===== config.mk =====
export PLATFORM = sky130hd
export DESIGN_NAME = cam_write_arbiter
export DESIGN_NICKNAME = d
export VERILOG_FILES = /design/src/rtl/cam_write_arbiter.sv
export SDC_FILE = /design/constraint.sdc
export NUM_CORES = 1
export LEC_CHECK = 0
export ABC_CLOCK_PERIOD_IN_PS = 4700
export CORE_MARGIN = 3
export CORE_UTILIZATION = 52
export DETAILED_ROUTE_END_ITERATION = 16
export GPL_TIMING_DRIVEN = 0
export PLACE_DENSITY = 0.8
export SLEW_MARGIN = 20
export SYNTH_ARGS = -nofsm -noshare
export SYNTH_HDL_FRONTEND = slang
export SYNTH_SLANG_ARGS = --single-unit

===== constraint.sdc =====
create_clock -name clk -period 4.7 [get_ports clk]
set_input_delay 1.41 -clock clk [delete_from_list [all_inputs] [get_ports clk]]
set_output_delay 1.41 -clock clk [all_outputs]
set_load 0.005 [all_outputs]

===== src/rtl/cam_write_arbiter.sv =====
// cam_write_arbiter
// Round-robin burst arbiter that shares one Avalon-MM bursting write port
// between the left (0) and right (1) camera line FIFOs. Each grant moves one
// BURST_LEN-word burst into that requester's frame buffer. The block walks a
// per-requester write offset through the frame buffer and pulses frame_done
// on the last beat of each frame.
//
// state | meaning
// ------+---------------------------------------------------------------
// IDLE  | no burst active; requests sampled, round-robin grant on a tie
// BURST | streaming BURST_LEN beats from the granted FIFO, address held

module cam_write_arbiter #(
   parameter int DATA_WIDTH  = 16,
   parameter int ADDR_WIDTH  = 24,
   parameter int BURST_LEN   = 8,
   parameter int FRAME_WORDS = 307200,
   parameter int BASE0       = 0,
   parameter int BASE1       = 307200
) (
   input  logic                          clk,
   input  logic                          reset,
   input  logic                          req0,
   input  logic                          req1,
   input  logic [DATA_WIDTH-1:0]         data0,
   input  logic [DATA_WIDTH-1:0]         data1,
   output logic                          pop0,
   output logic                          pop1,
   output logic [ADDR_WIDTH-1:0]         mem_address,
   output logic [$clog2(BURST_LEN):0]    mem_burstcount,
   output logic                          mem_write,
   output logic [DATA_WIDTH-1:0]         mem_writedata,
   input  logic                          mem_waitrequest,
   output logic                          frame_done0,
   output logic                          frame_done1,
   output logic                          busy
);

   localparam int BW  = $clog2(BURST_LEN);
   localparam int BCW = $clog2(BURST_LEN) + 1;

   typedef enum logic {IDLE = 1'b0, BURST = 1'b1} state_t;

   state_t                r_state;
   state_t                w_state_next;
   logic                  r_gnt;
   logic                  r_last_gnt;
   logic [ADDR_WIDTH-1:0] r_off0;
   logic [ADDR_WIDTH-1:0] r_off1;
   logic [ADDR_WIDTH-1:0] r_addr;
   logic [BW-1:0]         r_beat;

   logic                  w_any_req;
   logic                  w_pick;
   logic                  w_accept;
   logic                  w_last;
   logic [ADDR_WIDTH-1:0] w_off_cur;
   logic [ADDR_WIDTH-1:0] w_off_inc;
   logic                  w_wrap;

   assign w_any_req = req0 | req1;
   // On a tie the requester not granted last wins; otherwise whoever asks.
   assign w_pick    = (req0 & req1) ? ~r_last_gnt : req1;

   assign w_accept  = (r_state == BURST) & ~mem_waitrequest;
   // r_beat counts remaining beats down; zero means this is the final beat.
   assign w_last    = w_accept & (r_beat == '0);
   assign w_off_cur = r_gnt ? r_off1 : r_off0;
   assign w_off_inc = w_off_cur + ADDR_WIDTH'(BURST_LEN);
   assign w_wrap    = (w_off_inc == ADDR_WIDTH'(FRAME_WORDS));

   assign mem_burstcount = BCW'(BURST_LEN);
   assign mem_address    = r_addr;

   // Next-state and burst-phase outputs.
   always_comb begin
      w_state_next  = r_state;
      mem_write     = 1'b0;
      busy          = 1'b0;
      pop0          = 1'b0;
      pop1          = 1'b0;
      frame_done0   = 1'b0;
      frame_done1   = 1'b0;
      mem_writedata = r_gnt ? data1 : data0;
      case (r_state)
         IDLE: begin
            if (w_any_req) w_state_next = BURST;
         end
         BURST: begin
            mem_write   = 1'b1;
            busy        = 1'b1;
            pop0        = w_accept & ~r_gnt;
            pop1        = w_accept &  r_gnt;
            frame_done0 = w_last & w_wrap & ~r_gnt;
            frame_done1 = w_last & w_wrap &  r_gnt;
            if (w_last) w_state_next = IDLE;
         end
         default: w_state_next = IDLE;
      endcase
   end

   // State register, grant capture, beat counter and per-requester offsets.
   always_ff @(posedge clk) begin
      if (reset) begin
         r_state    <= IDLE;
         r_gnt      <= 1'b0;
         r_last_gnt <= 1'b1;
         r_off0     <= '0;
         r_off1     <= '0;
         r_addr     <= '0;
         r_beat     <= '0;
      end else begin
         r_state <= w_state_next;
         if (r_state == IDLE && w_any_req) begin
            r_gnt      <= w_pick;
            r_last_gnt <= w_pick;
            r_addr     <= w_pick ? (ADDR_WIDTH'(BASE1) + r_off1)
                                 : (ADDR_WIDTH'(BASE0) + r_off0);
            r_beat     <= BW'(BURST_LEN - 1);
         end
         if (w_accept) r_beat <= r_beat - BW'(1);
         if (w_last) begin
            if (r_gnt) r_off1 <= w_wrap ? '0 : w_off_inc;
            else       r_off0 <= w_wrap ? '0 : w_off_inc;
         end
      end
   end

endmodule


==> impl_results.md <==
* Fin area at 5820 sq um
* Asr flop ratio synth at 0%
* Fin util at 70.2%
* Final ANT Viol Nets at 0
* Residual DRC count at 0
* Hold Vio Cnt, Final at 0
* Total global routing overflow at 0
* CTS Buffer Depth at 2
* Vias in the first global route at 4,338
* Hold WS at 487 ps
* Cell taking the most area after synthesis: dfxtp_1
* Vias at 4,494
* Core area at 8300 sq um
* Slew margin rel. at 47.8%
* Fin crit share at 96.4%
* Post-DR vias/cell at 5.79
* Min-delay worst type: reg2reg
* Gr usage total at 29.3%
* Drt pass-1 iters at 5
* Die Y at 99.1 um
* # IOs at 87
* Initial Util at 54.3%
* Leakage at 0.00198 uW
* PwrDens at 243 nW/um^2
* Clk_skew at 13.6 ps
* Largest stage delay on the critical path at 450 ps
* Final wirelength at 14.5 mm
* First-pass GRT wire length at 23.0 mm
* Area grow syn2layout at 29.2%
* Crit. End Element: output port
* DR iter-0 viols at 357
* Tmin final at 4530 ps
* Slew Limit Fails at 0
* TNS Setup at 0 ps
* Clk_lat worst skew at 360 ps
* Die width at 99.1 um
* Worst-path fanout max at 6
* Worst Setup Start Kind: register
* Worst-path clk slew at 100 ps
* DP Area at 5470 sq um
* DP Wirelength at 10.6 mm
* F_max at 221 MHz
* Synth Flop Type: dfxtp_1
* # diodes at 0
* Site Rows at 33
* Sequential share of the synthesized area at 34.6%
* Total of max-cap violations at 0
* RSZ-0062 raised after global routing: false
* Worst vdd rail ir drop at 0.225 mV
* Status: complete, no violations
* Yosys warning count at 0
* Nets@finish at 707
* WS Path Type: reg2out
* Total clock buffers created by CTS at 9
* Tightest Pin Transition at 783 ps
* Endpoints failing setup at 0
* Crit path max-delay family: simple AND/OR/NAND/NOR gates
* Mapped cell area at 4510 sq um
* Layout cell share with drive strength beyond 1 at 13.0%
* WP data required at 3290 ps
* CTS Hold Bufs at 0
* Crit path DAT at 3120 ps
* Syn Area/Cell at 7.98 sq um
* Worst path cell trace: buf_6, mux2_2, ha_4, a21boi_1, xnor2_1, or4_4, nor4_4, and4_4, nand3b_1, nor2_1, dlygate4sd2_1
* Die Area at 9820 sq um
* Top-area cell type share of the netlist area at 34.6%
* TritonCTS clock tree: done
* Port bufs at 82
* Register bit total from synthesis at 78
* Top post-synthesis cells by area: dfxtp_1 (35%), nand2_1 (8.8%), nor2_1 (5.2%)
* Largest net degree at the start of global routing at 20
* Initial antenna violation count at 0
* # H-tree levels at 3
* Final weighted congestion in routability-driven placement at 0.948
* Cells after Synth at 565
* Library cells used by synthesis at 61
* Root Driver: clkbuf_8
* Crit path max-delay cell type: or4_4
* Clock sink total at 78
* Post-synth EDFFs at 0
* Wire length per cell at 18.7 um
* Critical path buffer and inverter count at 2
-- per-layer routing --
layer | up-vias | routed length, um | GRT usage, %
met5 | - | 0 | 0
met3 | 22 | 1070 | 4.42
met4 | 0 | 284 | 8.30
met1 | 2111 | 6370 | 40.6
li1 | 2159 | - | -
met2 | 202 | 6780 | 47.6
-- cells in the final DEF, fill, tap and decap left out, types with 4 or more instances in the layout --
cell type and instances:
nand2_1 104, clkdlybuf4s50_1 80, dfxtp_1 76, nor2_1 62
a21oi_1 43, clkbuf_1 25, xnor2_1 20, mux2_2 17
a311oi_1 17, xor2_1 16, buf_4 15, nand3_1 14
mux2i_1 14, clkbuf_8 10, nor2b_1 10, a32o_1 8
o21ai_0 8, inv_1 7, nor3_1 7, buf_2 6
nand2b_1 6, a211oi_1 6, and3_1 5, nand3b_1 5
a21boi_0 5, nand4_1 4, nor4_1 4, and2_1 4
or3_1 4, conb_1 4
-- flip-flops by register name, summed over array words and instances, names as in the netlist --
register / flops
mem_address: 24
r_beat: 3
r_gnt: 1
r_last_gnt: 1
r_off0: 24
r_off1: 24
r_state: 1
-- cells by family after synthesis --
logic type | share of synthesized area (%)
AND/OR/NAND/NOR | 26.9
AO/OA/AOI/OAI | 16.8
other | 0.167
buffers and inverters | 5.08
multiplexers | 8.11
flip-flops | 34.6
adder cells (fa/ha/maj) | 1.11
XOR/XNOR | 7.19
-- Yosys cell counts (10+ instances only) --
cell type,number
nand3_1,14
a311oi_1,17
nor2b_1,10
nor2_1,62
mux2_2,18
dfxtp_1,78
clkbuf_1,28
nand2_1,106
mux2i_1,14
a21oi_1,43
xnor2_1,21
xor2_1,16
-- final timing paths --
check                        from               to  slack, ps  cells past startpoint
hold / removal    mem_address[13]  mem_address[13]        490                      2
setup reg to reg            r_gnt       r_off0[18]       1810                     12
setup / recovery            r_gnt      frame_done0        170                     11
hold reg to reg   mem_address[13]  mem_address[13]        490                      2
-- layout make-up --
| cell class | instances | area, sq um |
|---|---|---|
| Inverter | 7 | 26.3 |
| Clock buffer | 9 | 124 |
| Timing Repair Buffer | 91 | 886 |
| Tap cell | 105 | 131 |
| Fill cell | 688 | 2470 |
| Multi-Input combinational cell | 438 | 2830 |
| Sequential cell | 78 | 1560 |
| Clock inverter | 7 | 56.3 |
| Buffer | 41 | 203 |
-- through the flow --
step,power (uW),setup WS [ps],instances
after global placement,941,-837,754
after CTS,1420,39.9,775
after floorplan,818,735,567
after detailed placement,947,-894,754
final,1420,171,776
after global routing,1460,20.8,776
-- worst min-delay path, cell delays in order, from the launching register on --
cell and delay (ps):
dfxtp_1 340, nand2_1 60, a21oi_1 50
-- repair_timing --
item / 4_1_cts / 5_1_grt
gates resized for setup: 25 / 6
setup buffers: 8 / 1
setup endpoints to repair: 2 / 10
pin swaps: 9 / 3
-- power by group --
group          total [uW]  internal [uW]  leakage [uW]  switching [uW]
clock                 475            198     0.0000902             278
sequential            695            681      0.000635            13.7
combinational         247            128       0.00125             119
No activity file was read; power rests on OpenSTA's default activity.
==> variant (same settings) <==
Set the parameter `FRAME_WORDS` to 262144 (it was 307200).
--- a/src/rtl/cam_write_arbiter.sv
+++ b/src/rtl/cam_write_arbiter.sv
@@ -14,7 +14,7 @@
    parameter int DATA_WIDTH  = 16,
    parameter int ADDR_WIDTH  = 24,
    parameter int BURST_LEN   = 8,
-   parameter int FRAME_WORDS = 307200,
+   parameter int FRAME_WORDS = 262144,
    parameter int BASE0       = 0,
    parameter int BASE1       = 307200
 ) (
Behaviour: same outputs for any inputs over 10 cycles, from zero or initial values and one cycle with reset high; that may be too few to reach the edited logic, so the function may still have changed.
==> variant against the original RTL <==
Die area increased by 3.0%. Total power increased by 1.8%. Setup slack got worse by 0.21 ns. Highest routed layer unchanged. Maximum frequency decreased by 4.4%. The flow now finishes with violations (setup timing). Cell count increased by 4.1%. First-iteration DRC count increased by 21%. Routed wire length increased by 3.2%. Count of clock-buffer cells in the layout unchanged. Synthesized area increased by 3.2%. Critical endpoint is now frame_done1. Cell area increased by 4.1%. Sequential cell count unchanged. Hold slack got worse by 0.032 ns.
==> variant: results (changes against the original RTL) <==
[outcome]
status=finished with violations
violations=setup timing

[worst_setup_path]
r2r_slack_ns=1.57  ; -0.24 ns
slowest_stage=dfxtp_4
r2r_cells=14  ; +2

[sta]
worst_slack_ns=-0.0376  ; -0.209 ns
whs_ns=0.455  ; -0.0318 ns
finalSetupTns_ns=-0.0638  ; -0.0638 ns
slew_headroom_pct=52.2  ; +4.4 points
fin_skew_ns=0.0123  ; -0.00127 ns
setup_violations=2  ; +2

[place]
dpl-instance-area_um2=5600  ; +2.5%
dp_slack_ns=-1.10  ; -0.209 ns
port_buffers=81  ; -1.2%

[yosys]
synth_compound_area_share_pct=15.4  ; -1.4 points
synthTopCellsByCount=nor2_1, nand2_1, dfxtp_1, a21oi_1, clkbuf_1
ys_seq_area_share_pct=33.6  ; -1.1 points

[global_route]
grt.met3_usage_pct=5.54  ; +1.1 points

[routing]
wl_met1_mm=5.83  ; -8.6%
route.met2.wl_mm=7.43  ; +9.6%
vias=4825  ; +7.4%

[layout]
multi_input_gates=454  ; +3.7%
stdcell_count=808  ; +4.1%
fillers=662  ; -3.8%
layout-drive-gt1-share_pct=14.7  ; +1.7 points
nFlopsAndLatches=78  ; unchanged
clock_cell_area_share_pct=2.99  ; -0.10 points

[clock_network]
post_cts_resized=37  ; +48%

[power]
p_leak_nw=2.15  ; +8.8%

==> variant: cell types whose count changed after synthesis, sizes merged, moves of 5 or more <==
cell / delta
nand2: -25
a21boi: -6
a32o: -8
a211oi: +5
nand3b: +7
nand4: +6
nor2: +25
xor2: +7
xnor2: -6
clkbuf: +5
a21oi: -5
==> variant: worst max-delay path by stage <==
stage | from | to | depth (start not counted) | slack [ns]
floorplan | r_gnt | frame_done0 | 14 | 0.46
global placement | mem_waitrequest | frame_done1 | 7 | -1.07
detailed placement | mem_waitrequest | frame_done1 | 7 | -1.10
CTS | r_gnt | frame_done1 | 15 | 0.05
global route | r_gnt | frame_done0 | 15 | -0.20
finish | r_gnt | frame_done1 | 15 | -0.04
==> variant: power groups by stage <==
stage                     Sequential (W)  Combinational [W]  Clock (W)
after global routing            0.000700           0.000291   0.000508
final                           0.000696           0.000272   0.000475
after CTS                       0.000696           0.000267   0.000481
after global placement          0.000709           0.000251          0
after detailed placement        0.000710           0.000257          0
after floorplan                 0.000710           0.000126          0
